<file path="src/rtl/fanout_sched_pkg.sv">
`default_nettype none
// ============================================================================
// Module      : fanout_sched_pkg
// Description : Shared types and helpers for the fanout update scheduler.
//               - state_t  : scheduler FSM state encoding
//               - ceil_div : integer ceiling division, used for the group count
// Revision    : 1.0 - initial release
// ============================================================================
package fanout_sched_pkg;

  typedef enum logic [0:0] {
    IDLE   = 1'b0,
    UPDATE = 1'b1
  } state_t;

  function automatic int ceil_div(input int a, input int b);
    return (a + b - 1) / b;
  endfunction

endpackage : fanout_sched_pkg
`default_nettype wire

</file>
<file path="src/rtl/fanout_group_mask.sv">
`default_nettype none
// ============================================================================
// Module      : fanout_group_mask
// Description : Combinational decoder from a group index to an N_OUT-bit
//               one-group write mask. Group g covers bits
//               [g*GROUP_SIZE +: GROUP_SIZE], clipped at N_OUT-1, so the last
//               group may be partial.
// Ports       : i_grp_ptr  in   PTR_W  group index
//               o_mask     out  N_OUT  1 for every bit belonging to the group
// Revision    : 1.0 - initial release
// ============================================================================
module fanout_group_mask #(
  parameter int N_OUT      = 20,
  parameter int GROUP_SIZE = 4,
  parameter int PTR_W      = 3
) (
  input  logic [PTR_W-1:0] i_grp_ptr,
  output logic [N_OUT-1:0] o_mask
);

  for (genvar i = 0; i < N_OUT; i++) begin : g_bit
    localparam logic [PTR_W-1:0] c_grp_idx = PTR_W'(i / GROUP_SIZE);
    assign o_mask[i] = (i_grp_ptr == c_grp_idx);
  end

endmodule : fanout_group_mask
`default_nettype wire

</file>
<file path="src/rtl/fanout_update_scheduler.sv">
`default_nettype none
// ============================================================================
// Module      : fanout_update_scheduler
// Description : Registered wide fanout of one signal. A change on `in` is
//               propagated to `out` one group of GROUP_SIZE bits per clock,
//               round-robin, to bound simultaneous switching.
// Ports       : clk    in   1      clock, rising edge
//               rst_n  in   1      synchronous active-low reset
//               in     in   1      source level (already synchronous)
//               out    out  N_OUT  fanout copies
//               busy   out  1      high while a group update is pending
//               done   out  1      one-cycle pulse when the last group lands
// Options     : FANOUT_SKIP_CLEAN_EN - when defined, groups that already hold
//               the target level are skipped, so latency equals the number of
//               dirty groups. Undefined: every group visited in order.
// Revision    : 1.0 - initial release
// ============================================================================
import fanout_sched_pkg::*;

module fanout_update_scheduler #(
  parameter int N_OUT      = 20,
  parameter int GROUP_SIZE = 4
) (
  input  logic             clk,
  input  logic             rst_n,
  input  logic             in,
  output logic [N_OUT-1:0] out,
  output logic             busy,
  output logic             done
);

  localparam int NUM_GROUPS = ceil_div(N_OUT, GROUP_SIZE);
  localparam int PTR_W      = (NUM_GROUPS > 1) ? $clog2(NUM_GROUPS) : 1;
  localparam logic [PTR_W-1:0] c_LAST = PTR_W'(NUM_GROUPS - 1);

  state_t             r_state, w_state_nxt;
  logic [PTR_W-1:0]   r_ptr, w_ptr_nxt;
  logic               r_target;
  logic               r_done, w_done_nxt;
  logic [N_OUT-1:0]   r_out, w_out_nxt;
  logic [N_OUT-1:0]   w_mask;
  logic [N_OUT-1:0]   w_out_wr;
  logic               w_change;

  assign w_change = in ^ r_target;

  fanout_group_mask #(
    .N_OUT      (N_OUT),
    .GROUP_SIZE (GROUP_SIZE),
    .PTR_W      (PTR_W)
  ) u_wr_mask (
    .i_grp_ptr (r_ptr),
    .o_mask    (w_mask)
  );

  // The scheduled group always receives the freshly sampled level. Without a
  // change this equals target; on a restart it is the new target.
  assign w_out_wr = (r_out & ~w_mask) | ({N_OUT{in}} & w_mask);

`ifdef FANOUT_SKIP_CLEAN_EN
  logic [N_OUT-1:0]      w_out_base;
  logic [NUM_GROUPS-1:0] w_dirty;
  logic [PTR_W:0]        w_start;
  logic                  w_found;
  logic [PTR_W-1:0]      w_first;

  // Dirtiness is judged on the value out will hold after this edge, so the
  // group being written now never counts as still stale.
  assign w_out_base = (r_state == UPDATE) ? w_out_wr : r_out;

  for (genvar g = 0; g < NUM_GROUPS; g++) begin : g_dirty
    logic [N_OUT-1:0] w_gmask;
    fanout_group_mask #(
      .N_OUT      (N_OUT),
      .GROUP_SIZE (GROUP_SIZE),
      .PTR_W      (PTR_W)
    ) u_dirty_mask (
      .i_grp_ptr (PTR_W'(g)),
      .o_mask    (w_gmask)
    );
    assign w_dirty[g] = |((w_out_base ^ {N_OUT{in}}) & w_gmask);
  end

  // Search restarts at group 0 on a new change; otherwise it continues past
  // the group being written. Extra bit keeps LAST+1 from wrapping to 0.
  assign w_start = ((r_state == IDLE) || w_change) ? '0
                 : ({1'b0, r_ptr} + (PTR_W+1)'(1));

  always_comb begin
    w_found = 1'b0;
    w_first = '0;
    // Descending scan so the lowest qualifying index wins.
    for (int g = NUM_GROUPS - 1; g >= 0; g--) begin
      if (w_dirty[g] && ((PTR_W+1)'(g) >= w_start)) begin
        w_found = 1'b1;
        w_first = PTR_W'(g);
      end
    end
  end
`endif

  always_comb begin
    w_state_nxt = r_state;
    w_ptr_nxt   = r_ptr;
    w_done_nxt  = 1'b0;
    w_out_nxt   = r_out;
    unique case (r_state)
      IDLE: begin
        if (w_change) begin
`ifdef FANOUT_SKIP_CLEAN_EN
          if (w_found) begin
            w_state_nxt = UPDATE;
            w_ptr_nxt   = w_first;
          end
`else
          w_state_nxt = UPDATE;
          w_ptr_nxt   = '0;
`endif
        end
      end
      UPDATE: begin
        w_out_nxt = w_out_wr;
`ifdef FANOUT_SKIP_CLEAN_EN
        if (w_found) begin
          w_ptr_nxt = w_first;
        end else begin
          w_state_nxt = IDLE;
          w_ptr_nxt   = '0;
          w_done_nxt  = 1'b1;
        end
`else
        if (w_change) begin
          w_ptr_nxt = '0;
        end else if (r_ptr == c_LAST) begin
          w_state_nxt = IDLE;
          w_ptr_nxt   = '0;
          w_done_nxt  = 1'b1;
        end else begin
          w_ptr_nxt = r_ptr + 1'b1;
        end
`endif
      end
      default: begin
        w_state_nxt = IDLE;
      end
    endcase
  end

  always_ff @(posedge clk) begin
    if (!rst_n) begin
      r_state  <= IDLE;
      r_ptr    <= '0;
      r_target <= 1'b0;
      r_done   <= 1'b0;
      r_out    <= '0;
    end else begin
      r_state  <= w_state_nxt;
      r_ptr    <= w_ptr_nxt;
      r_target <= in;
      r_done   <= w_done_nxt;
      r_out    <= w_out_nxt;
    end
  end

  assign out  = r_out;
  assign busy = (r_state == UPDATE);
  assign done = r_done;

endmodule : fanout_update_scheduler
`default_nettype wire
</file>
<file path="config.mk">
export PLATFORM = sky130hd
export DESIGN_NAME = fanout_update_scheduler
export DESIGN_NICKNAME = d
export VERILOG_FILES = /design/src/rtl/fanout_sched_pkg.sv /design/src/rtl/fanout_group_mask.sv /design/src/rtl/fanout_update_scheduler.sv
export SDC_FILE = /design/constraint.sdc
export NUM_CORES = 1
export LEC_CHECK = 0
export BUFFER_PORTS_ARGS = -buffer_cell sky130_fd_sc_hd__buf_4
export CORE_AREA = 2 2 40 49
export CTS_BUF_LIST = sky130_fd_sc_hd__clkbuf_16
export DETAILED_ROUTE_END_ITERATION = 8
export DIE_AREA = 0 0 42 51
export PLACE_DENSITY_LB_ADDON = 0.1
export SETUP_SLACK_MARGIN = 0.05
export SYNTH_ARGS = -nofsm -noshare
export SYNTH_HDL_FRONTEND = slang
export SYNTH_SLANG_ARGS = --single-unit
</file>
<file path="constraint.sdc">
create_clock -name clk -period 1.6 [get_ports clk]
set_input_delay 0.16 -clock clk [delete_from_list [all_inputs] [get_ports clk]]
set_output_delay 0.16 -clock clk [all_outputs]
set_load 0.05 [all_outputs]
</file>
# Yosys cells after proc, flatten, opt, wreduce, memory -nomap -nowiden
# Cells that the tools add are included.
# op_classes
n_addsub,1
n_eq_ne,5
n_mux,9
bitwise_logic,7
reduce_logical,2
# op_table
cell,count
$and A20 B20 Y20,2
$not A20 Y20,1
$or A20 B20 Y20,1
$mux W3,3
$eq A3 B2 Y1 const B,2
$pmux W3 S2,1
$mux W1,4
$add A3 B1 Y3 const B,1
$eq A3 B1 Y1 const B,1
$eq A3 B3 Y1 const B,1
$logic_not A3 Y1,1
$reduce_or A3 Y1,1
$ne A2 B2 Y1 const B,1
$not A1 Y1,2
$pmux W1 S2,1
$xor A1 B1 Y1,1
# word_totals
ff_bits,26
output_inout_bits,22
wordCells,29

# Longest topological paths before layout
# depth
depth_word,4
ltp_mapped,5
mapped_depth_nobuf,5

# By module
# Synthesis repeated with hierarchy kept, for this count alone.
# unflattened
cells_unflattened,155
area_unflattened_um2,1261.2
# by_module_without_submodules
module,instances,cells_each,area_each_um2
fanout_update_scheduler,1,135,1111.1
fanout_group_mask,1,20,150.1

# Worst setup path before layout
# No wires, ideal clock.
# synth_timing
kind,register to register
from,"register r_state, in the netlist busy"
to,register with a tool-made name
arrival_ns,1.143
path_slack_ns,0.336
path_stages_with_launch,5
synth_period_minus_slack_ns,1.264
path_cell_list,dfxtp_1 buf_6 nor2b_4 nand2_1 mux2i_1
# synth_lines
element,line,source
from (decl),fanout_update_scheduler.sv:36,"state_t r_state, w_state_nxt;"
from (signal assigned),fanout_update_scheduler.sv:157,r_state <= w_state_nxt;

# Worst setup path in the final report
# layout_timing
from,"register r_state, in the netlist busy"
to,output busy
# layout_lines
element,line,source
to (decl),fanout_update_scheduler.sv:28,"output logic busy,"
# No word-level cell between the ends.

==> out/metrics.cfg <==
[floorplanning]
fp-row-count = 17
start_util_pct = 37.3
ios = 25
die_area_um2 = 2140
core_region_area_um2 = 1720
die_w_um = 42
die_h_um = 51

[synth]
synth_area_leader_cell = dfxtp_1
syn_area_per_cell_um2 = 9.06
synth.yosys.seq_area_share_pct = 37.4
synthesis.area_um2 = 643
ys_types = 17
yosys.area.top_type_share_pct = 37.4
syn_nets = 79
ys.warnings.count = 0
synth-seq-cells = 12
synthFlopType = dfxtp_1
ys_async_sr_fraction_pct = 0
synth_area_leaders = dfxtp_1 37%, buf_4 16%, ha_1 9.7%
netlist_instances = 71
synth_most_common_cell = buf_4
synth_edf_count = 0
yosys-top-cells-count = 14 x buf_4, 12 x dfxtp_1, 12 x nand2_1, 5 x ha_1

[power_and_ir_drop]
p_total_uw = 886
ir_drop_mv = 0.606
pwr_density_cell_nw_per_um2 = 1090
power.leakage_uw = 0.000394

[cts]
post_cts_resized = 0
cts.sinks = 12
clk_pin_slew_worst_paths_ns = 0.04
cts_tree = done
cts_buffers = 3
cts_max_level = 1
post_cts_buffers = 0
clock_latency_ns = 0.24
cts_root_buf = clkbuf_16
clockBufferDepth = 2
cts_hold_buffers = 0

[detailed_routing]
vias = 468
postRouteWirelength_um = 1090
ant_nets = 0
drt_iter0_drc = 3
routed_via_density = 4.54
drc = 0
drtPass1Iterations = 3
wl_per_cell_um = 10.5

[cells_and_area]
drive_gt1_share_pct = 35.7
stdcell_count = 103
finalInstanceArea_um2 = 812
area_growth_pct = 26.3
insertedDiodeCount = 0
num-nets-final = 93
finish.utilization_pct = 47.1

[sta]
fmax_ghz = 0.820
finalMaxSlewViolations = 0
fin_tns_setup_ns = 0
final-hold-violation-count = 0
setup_viol_count_final = 0
grt_setup_unrepaired = false
tightest_slew_ns = 0.386
relSlewSlack_pct = 74.2
skew_ns = 0.00340
fin_crit_ns = 1.22
period_share_pct = 76.2

[setup_path]
cp.required_ns = 1.44
cp_cell_sequence = buf_4
cp_slowest_cell = dfxtp_1
crit_arrival_ns = 1.06
critPathKind = reg2out
worst-path-buf-inv = 1
cp_top_family = flip-flops
end_kind = primary output
crit_fanout = 11
critical_path.startpoint_type = flip-flop
critPathMaxStageDelay_ns = 0.55

[place]
post_dp_cell_area_um2 = 733
io_buffers = 24
detailedPlacementHpwl_um = 830
routabilityCongestion = 0.760
dp.cells = 99

[global_route]
grt_pass1_wl_um = 1740
antenna_found_initial = 0
grt_pass1_vias = 404
grt_overflow = 0
grtUsageTotal_pct = 11.2
grt_max_degree = 12

[run_status]
outcome = complete, no violations

[job]
cap_viol_max_count = 0

[min_path]
hold_class = in2reg

worst reg2reg max path, stage by stage (launching register included):
cell and delay, ns:
dfxtp_1 0.38, inv_1 0.10, ha_1 0.26, nand3_2 0.12, nor2_1 0.06, a31o_1 0.18
cell type report:
type | instances | area [um^2]
Inverter | 4 | 15.0
Clock buffer | 3 | 75.1
Clock inverter | 1 | 3.75
Tap cell | 19 | 23.8
Sequential cell | 12 | 240
Fill cell | 178 | 911
Multi-Input combinational cell | 39 | 267
Timing Repair Buffer | 25 | 188
cell usage in the layout (no fill, tap or decap):
master     netlist  routed
nand2b_1         2       2
nand2_1         12      12
ha_1             5       5
a21oi_1          3       3
inv_1            4       4
nor2b_4          1       1
mux2i_1          4       4
nand3_1          3       3
nand3_2          1       1
a31o_1           2       2
nor2_1           3       3
xnor2_1          1       1
buf_4           14      25
clkbuf_16        0       3
clkinv_1         0       1
a21boi_0         2       2
dfxtp_1         12      12
metal layers:
| metal | track usage [%] | vias up | routed length (um) |
|---|---|---|---|
| met5 | 0 | - | 0 |
| met4 | 9.68 | 0 | 34 |
| met3 | 3.53 | 4 | 87 |
| met2 | 17.7 | 18 | 507 |
| met1 | 12.0 | 207 | 457 |
| li1 | - | 239 | - |
per-stage QoR:
step	hold slack (ns)	worst slack [ns]
floorplan	0.316	0.336
global placement	0.461	0.407
detailed placement	0.463	0.400
CTS	0.211	0.370
global route	0.251	0.324
finish	0.211	0.381
worst paths after layout:
kind	from	to	slack, ns	cells after the start
min	in	flip-flop	0.21	3
max	busy	busy	0.38	1
max reg2reg	r_ptr[0]	flip-flop	0.40	5
min reg2reg	flip-flop	flip-flop	0.48	1
kinds of logic (layout without fill, tap and decap cells):
| logic type | after synthesis | in the layout | synth area share [%] |
|---|---|---|---|
| xor+xnor | 1 | 1 | 1.36 |
| fa+ha+maj | 5 | 5 | 9.73 |
| mux | 4 | 4 | 6.23 |
| buf+inv | 20 | 33 | 21.2 |
| simple gates | 22 | 22 | 16.7 |
| compound gates | 7 | 7 | 7.39 |
| flops | 12 | 12 | 37.4 |
power breakdown:
part           switching, uW  internal (uW)
combinational           70.5           35.7
sequential              13.1            309
clock                    129            329
total                    213            673
(Power assumes the default switching activity.)
